`src/rtl/nibble_adder_arb_pkg.sv`:
```
// Shared constants, ID-width helper and output-register state type for the
// shared nibble adder with round-robin arbitration.
package nibble_adder_arb_pkg;

    localparam int N_REQ_DEF = 4;
    localparam int DW_DEF    = 4;
    localparam int CNT_W_DEF = 8;

    typedef enum logic {
        EMPTY = 1'b0,
        FULL  = 1'b1
    } res_state_t;

    // A single requester still needs a 1-bit ID field.
    function automatic int id_width(input int n);
        return (n <= 2) ? 1 : $clog2(n);
    endfunction

endpackage

```
`src/rtl/nibble_adder_arbiter_rr_arbiter.sv`:
```
// Combinational round-robin selector: first asserted request at or after ptr,
// wrapping modulo N_REQ. The grant vector is gated by enable; found is not.
module rr_arbiter
    import nibble_adder_arb_pkg::*;
#(
    parameter int N_REQ = N_REQ_DEF,
    parameter int IW    = id_width(N_REQ)
) (
    input  logic [N_REQ-1:0] req,
    input  logic [IW-1:0]    ptr,
    input  logic             enable,
    output logic [N_REQ-1:0] grant,
    output logic [IW-1:0]    idx,
    output logic             found
);

    logic [IW-1:0] pos_idx;

    // Scan from the farthest offset down so the nearest hit after ptr wins.
    always_comb begin
        idx     = '0;
        found   = 1'b0;
        pos_idx = '0;
        for (int k = N_REQ - 1; k >= 0; k--) begin
            pos_idx = IW'((int'(ptr) + k) % N_REQ);
            if (req[pos_idx]) begin
                idx   = pos_idx;
                found = 1'b1;
            end
        end
    end

    genvar gi;
    generate
        for (gi = 0; gi < N_REQ; gi++) begin : g_grant
            assign grant[gi] = enable && found && (idx == IW'(gi));
        end
    endgenerate

endmodule

```
`src/rtl/nibble_adder_arbiter.sv`:
```
// One registered DW-bit adder shared by N_REQ requesters through a round-robin
// arbiter and a one-entry result register. NIBBLE_ADDER_ARB_STATS_EN adds grant_cnt.
module nibble_adder_arbiter
    import nibble_adder_arb_pkg::*;
#(
    parameter int N_REQ = N_REQ_DEF,
    parameter int DW    = DW_DEF
`ifdef NIBBLE_ADDER_ARB_STATS_EN
    , parameter int CNT_W = CNT_W_DEF
`endif
) (
    input  logic                        clk,
    input  logic                        rst_n,
    input  logic [N_REQ-1:0]            req_valid,
    input  logic [N_REQ*DW-1:0]         req_a,
    input  logic [N_REQ*DW-1:0]         req_b,
    output logic [N_REQ-1:0]            req_ready,
    output logic                        res_valid,
    output logic [DW:0]                 res_sum,
    output logic [id_width(N_REQ)-1:0]  res_id,
    input  logic                        res_ready
`ifdef NIBBLE_ADDER_ARB_STATS_EN
    , output logic [N_REQ*CNT_W-1:0]    grant_cnt
`endif
);

    localparam int IW = id_width(N_REQ);

    res_state_t    state_reg;
    logic [IW-1:0] ptr_reg;
    logic [IW-1:0] win_idx;
    logic          win_found;
    logic          can_accept;
    logic          accept;
    logic [N_REQ-1:0] grant;
    logic [DW-1:0] a_arr [N_REQ];
    logic [DW-1:0] b_arr [N_REQ];

    genvar gi;
    generate
        for (gi = 0; gi < N_REQ; gi++) begin : g_slice
            assign a_arr[gi] = req_a[gi*DW +: DW];
            assign b_arr[gi] = req_b[gi*DW +: DW];
        end
    endgenerate

    // Gating with rst_n drops req_ready immediately while reset is held.
    assign can_accept = rst_n && ((state_reg == EMPTY) || res_ready);

    rr_arbiter #(
        .N_REQ (N_REQ),
        .IW    (IW)
    ) u_arb (
        .req    (req_valid),
        .ptr    (ptr_reg),
        .enable (can_accept),
        .grant  (grant),
        .idx    (win_idx),
        .found  (win_found)
    );

    assign req_ready = grant;
    assign accept    = can_accept && win_found;
    assign res_valid = (state_reg == FULL);

    always_ff @(posedge clk or negedge rst_n) begin
        if (!rst_n) begin
            state_reg <= EMPTY;
            ptr_reg   <= '0;
            res_sum   <= '0;
            res_id    <= '0;
        end else if (accept) begin
            res_sum   <= {1'b0, a_arr[win_idx]} + {1'b0, b_arr[win_idx]};
            res_id    <= win_idx;
            state_reg <= FULL;
            ptr_reg   <= (win_idx == IW'(N_REQ - 1)) ? '0 : win_idx + 1'b1;
        end else if ((state_reg == FULL) && res_ready) begin
            state_reg <= EMPTY;
        end
    end

`ifdef NIBBLE_ADDER_ARB_STATS_EN
    logic [CNT_W-1:0] cnt_reg [N_REQ];

    always_ff @(posedge clk or negedge rst_n) begin
        if (!rst_n) begin
            for (int i = 0; i < N_REQ; i++) cnt_reg[i] <= '0;
        end else begin
            for (int i = 0; i < N_REQ; i++) begin
                if (grant[i] && (cnt_reg[i] != '1)) cnt_reg[i] <= cnt_reg[i] + 1'b1;
            end
        end
    end

    generate
        for (gi = 0; gi < N_REQ; gi++) begin : g_cnt
            assign grant_cnt[gi*CNT_W +: CNT_W] = cnt_reg[gi];
        end
    endgenerate
`endif

endmodule

```
`config.mk`:
```
export PLATFORM = sky130hd
export DESIGN_NAME = nibble_adder_arbiter
export DESIGN_NICKNAME = d
export VERILOG_FILES = /design/src/rtl/nibble_adder_arb_pkg.sv /design/src/rtl/nibble_adder_arbiter_rr_arbiter.sv /design/src/rtl/nibble_adder_arbiter.sv
export SDC_FILE = /design/constraint.sdc
export NUM_CORES = 1
export LEC_CHECK = 0
export CAP_MARGIN = 15
export CORE_MARGIN = 4
export CORE_UTILIZATION = 35
export CTS_CLUSTER_SIZE = 10
export DETAILED_ROUTE_END_ITERATION = 16
export GPL_TIMING_DRIVEN = 1
export PLACE_DENSITY = 0.77
export SLEW_MARGIN = 10
export SYNTH_ARGS = -nofsm -noshare
export SYNTH_HDL_FRONTEND = slang
export SYNTH_SLANG_ARGS = --single-unit
export TNS_END_PERCENT = 30
```
`constraint.sdc`:
```
create_clock -name clk -period 3.6 [get_ports clk]
set_clock_uncertainty 0.2 [all_clocks]
set_input_delay 0.54 -clock clk [delete_from_list [all_inputs] [get_ports clk]]
set_output_delay 0.54 -clock clk [all_outputs]
set_load 0.01 [all_outputs]
```
==> summary.md <==
### GRT
- **number of global-route vias before repair** 948
- **number of antenna violations at the first check in global routing** 0
- **gr ovfl total** 0
- **wire length of the first global-routing pass** 4020 microns
- **largest net degree at the start of global routing** 20
- **GRT Util Overall** 0.150

### Setup path
- **Max Fanout on Critical Path** 19
- **sort of element at the end of the critical path** primary output
- **WP data required** 2.86 ns
- **category of the worst setup path launch point** input pin
- **category of the most critical setup path** input pin to primary output
- **arrival time at the worst endpoint** 2.65 ns
- **worst setup slack for register-to-register paths** 0.76 ns

### Cells and area
- **synth-to-layout area growth** 61.7%
- **layout net count** 207
- **layout cell share with drive strength beyond 1** 0.0823
- **diodes inserted** 0
- **utilization after layout** 0.603
- **final std cell area, no fill** 1510 sq um
- **total area of multi-input combinational cells** 637 sq um
- **Fill cells** 232
- **number of flip-flops under the largest register name** 5
- **area taken by flip-flops and latches** 250 sq um

### Clock network
- **clock network latency to the later pin of the worst-skew pair** 0.27 ns
- **CTS resizes** 0
- **TritonCTS clock tree** built
- **total number of H-tree levels** 1
- **clock tree sinks** 10
- **clock transition at the registers of the reported paths** 0.06 ns
- **maximum count of clock buffers along a single path** 2
- **Hold-fix buffers, CTS** 0
- **root cell of the clock tree** sky130_fd_sc_hd__clkbuf_4
- **number of buffers created by CTS** 3
- **post-CTS setup buffer count** 0

### Drt
- **DR pass1 iterations** 4
- **met1 wire length** 1000 microns
- **metal3 WL** 147 microns
- **DR WL/cell** 13.4 microns
- **Post-DRT Antenna Nets** 0
- **Top Metal Used** met4
- **total vias in the final route** 961
- **Detailed Route WL** 2510 microns
- **starting DRC count in detailed routing** 29
- **DRC violations left** 0
- **met2 wire length** 1350 microns
- **vias per std cell** 5.11

### Floorplan
- **Boundary Pins** 51
- **core outline area** 2500 sq um
- **effective utilization at floorplan** 0.373
- **DIE HEIGHT** 59.6 microns
- **num rows** 18
- **DIE WIDTH** 59.6 microns
- **Die Footprint** 3550 sq um

### Power and ir drop
- **switching power of the nets** 0.354 mW
- **overall power** 0.893 mW
- **Int Power** 0.539 mW
- **power per cell area** 592 nW/um^2
- **leakage power figure** 0.669 nW
- **clock network fraction of design power** 0.114
- **switching share of total power** 0.396
- **Seq pwr share** 0.222
- **Comb power frac** 0.665
- **Max rail drop VDD** 0.000433 V

### Timing
- **normalized max-slew margin** 0.722
- **endpoints failing hold** 0
- **unrepaired setup endpoints after global routing** false
- **fin crit period** 3.39 ns
- **Final Max Slew Viols** 0
- **Post-Route Setup TNS** 0 ns
- **Period Utilization, post-route** 0.941
- **achievable frequency** 295 MHz
- **endpoints failing setup** 0
- **Least-Margin Pin Slew** 0.416 ns

### Synthesis
- **Cells after Synth** 106
- **mux contribution to synthesized area** 0.153
- **number of synthesized register bits** 10
- **share of synthesized area occupied by flip-flops and latches** 0.268
- **post-synthesis simple-gate area fraction** 0.185
- **Yosys warning total** 0
- **adder and majority gate portion of the synthesized area** 0.129
- **main combinational cell family by area after synthesis** compound AO/OA/AOI/OAI gates
- **Post-Syn Area per Cell** 8.79 sq um
- **number of distinct library cell variants in the gate-level netlist after synthesis** 27
- **complex-gate fraction of the synthesized area** 0.197
- **Netlist Area Pre-Place** 932 sq um
- **synthesized-area fraction occupied by xor and xnor cells** 0.0188
- **net count of the mapped netlist** 154

### Place
- **Placer Congestion** 0.866
- **placed inst area** 1470 sq um
- **port buffer count** 50
- **HPWL reported at the end of detailed placement** 2090 microns

### Run status
- **outcome** complete, no violations

### Run
- **max-cap violations** 0

### Worst hold path
- **Worst Hold Class** register to register

worst paths after layout:
check	depth (start not counted)	from	endpoint
max	8	req_valid[3]	req_ready[2]
min	2	res_id[0]$_DFFE_PN0P_	res_id[0]$_DFFE_PN0P_
max reg2reg	11	ptr_reg[1]$_DFFE_PN0P_	res_sum[3]$_DFFE_PN0P_
min reg2reg	2	res_id[0]$_DFFE_PN0P_	res_id[0]$_DFFE_PN0P_
max in group asynchronous	2	rst_n	res_id[1]$_DFFE_PN0P_
min in group asynchronous	2	rst_n	res_sum[0]$_DFFE_PN0P_
final cells by class:
cell class	count	area share
flip-flops and latches	10	0.166
repair buffers	53	0.355
multi-input cells	88	0.422
well taps	30	0.0249
inverters	3	0.00747
clock buffers	4	0.0241
synth_stat cells:
master                      instances  area (sq um)
sky130_fd_sc_hd__nand2_1           22          82.6
sky130_fd_sc_hd__buf_4              2          15.0
sky130_fd_sc_hd__a311oi_4           1          26.3
sky130_fd_sc_hd__fa_1               1          20.0
sky130_fd_sc_hd__buf_6              1          11.3
sky130_fd_sc_hd__xor2_1             2          17.5
sky130_fd_sc_hd__inv_1              2          7.51
sky130_fd_sc_hd__a21o_1             1          7.51
sky130_fd_sc_hd__and3_1             1          6.26
sky130_fd_sc_hd__o21ai_0            6          30.0
sky130_fd_sc_hd__mux2_2             2          22.5
sky130_fd_sc_hd__nand2b_1           3          18.8
sky130_fd_sc_hd__nor2b_1            1          6.26
sky130_fd_sc_hd__clkbuf_1           2          7.51
sky130_fd_sc_hd__a21oi_1            8          40.0
sky130_fd_sc_hd__ha_1               8           100
sky130_fd_sc_hd__nand2b_4           1          13.8
sky130_fd_sc_hd__inv_2              1          3.75
sky130_fd_sc_hd__a21oi_2            1          8.76
sky130_fd_sc_hd__and2_1             4          25.0
sky130_fd_sc_hd__a22oi_1            6          45.0
sky130_fd_sc_hd__nand3_1            1          5.00
sky130_fd_sc_hd__dfrtp_1           10           250
sky130_fd_sc_hd__nor2_1             4          15.0
sky130_fd_sc_hd__mux2i_1           12           120
sky130_fd_sc_hd__o2bb2ai_1          1          8.76
sky130_fd_sc_hd__o22a_1             2          17.5
per-stage QoR:
stage                     hold WS (ns)  cells  setup WS [ns]
after global routing             0.323    188          0.102
after floorplan                 0.0444    106          0.755
after detailed placement         0.279    184          0.174
after CTS                        0.293    188          0.189
final                            0.286    188          0.212
after global placement           0.267    184          0.218
power groups by stage:
stage | Sequential [mW] | Clock, mW | Combinational, mW
final | 0.198 | 0.101 | 0.593
after global routing | 0.205 | 0.109 | 0.661
after CTS | 0.198 | 0.104 | 0.601
after detailed placement | 0.197 | 0 | 0.596
after global placement | 0.197 | 0 | 0.589
after floorplan | 0.207 | 0 | 0.373
per-layer routing:
metal	track usage	vias up
li1	-	474
met1	0.162	452
met2	0.282	33
met3	0.0501	2
met4	0.0285	0
met5	0	-
worst max-delay path, cell delays in order:
cell and delay (ns):
sky130_fd_sc_hd__clkdlybuf4s50_1 0.55, sky130_fd_sc_hd__nand2_1 0.11, sky130_fd_sc_hd__a311oi_4 0.31, sky130_fd_sc_hd__buf_12 0.21, sky130_fd_sc_hd__inv_2 0.11, sky130_fd_sc_hd__ha_1 0.21
sky130_fd_sc_hd__and2_1 0.13, sky130_fd_sc_hd__clkdlybuf4s50_1 0.47
layout by cell type (no fill, tap or decap), drive strengths merged:
cell,n
and2,4
nor2b,1
clkbuf,4
o22a,2
inv,3
fa,1
o2bb2ai,1
nand3,1
mux2,2
nand2b,4
ha,8
xor2,2
mux2i,12
buf,3
dfrtp,10
and3,1
a21oi,9
a311oi,1
a21o,1
clkdlybuf4s50,50
o21ai,6
a22oi,6
nor2,4
nand2,22
cell families (layout without fill, tap and decap cells):
group / Yosys count / count (layout)
DFF: 10 / 10
AOI/OAI and AO/OA: 26 / 26
adders and majority gates: 9 / 9
xor gates and xnor gates: 2 / 2
and+or+nand+nor: 37 / 37
buffers and inverters: 8 / 60
muxes: 14 / 14
Note: power is estimated with default switching activity, not from simulation.
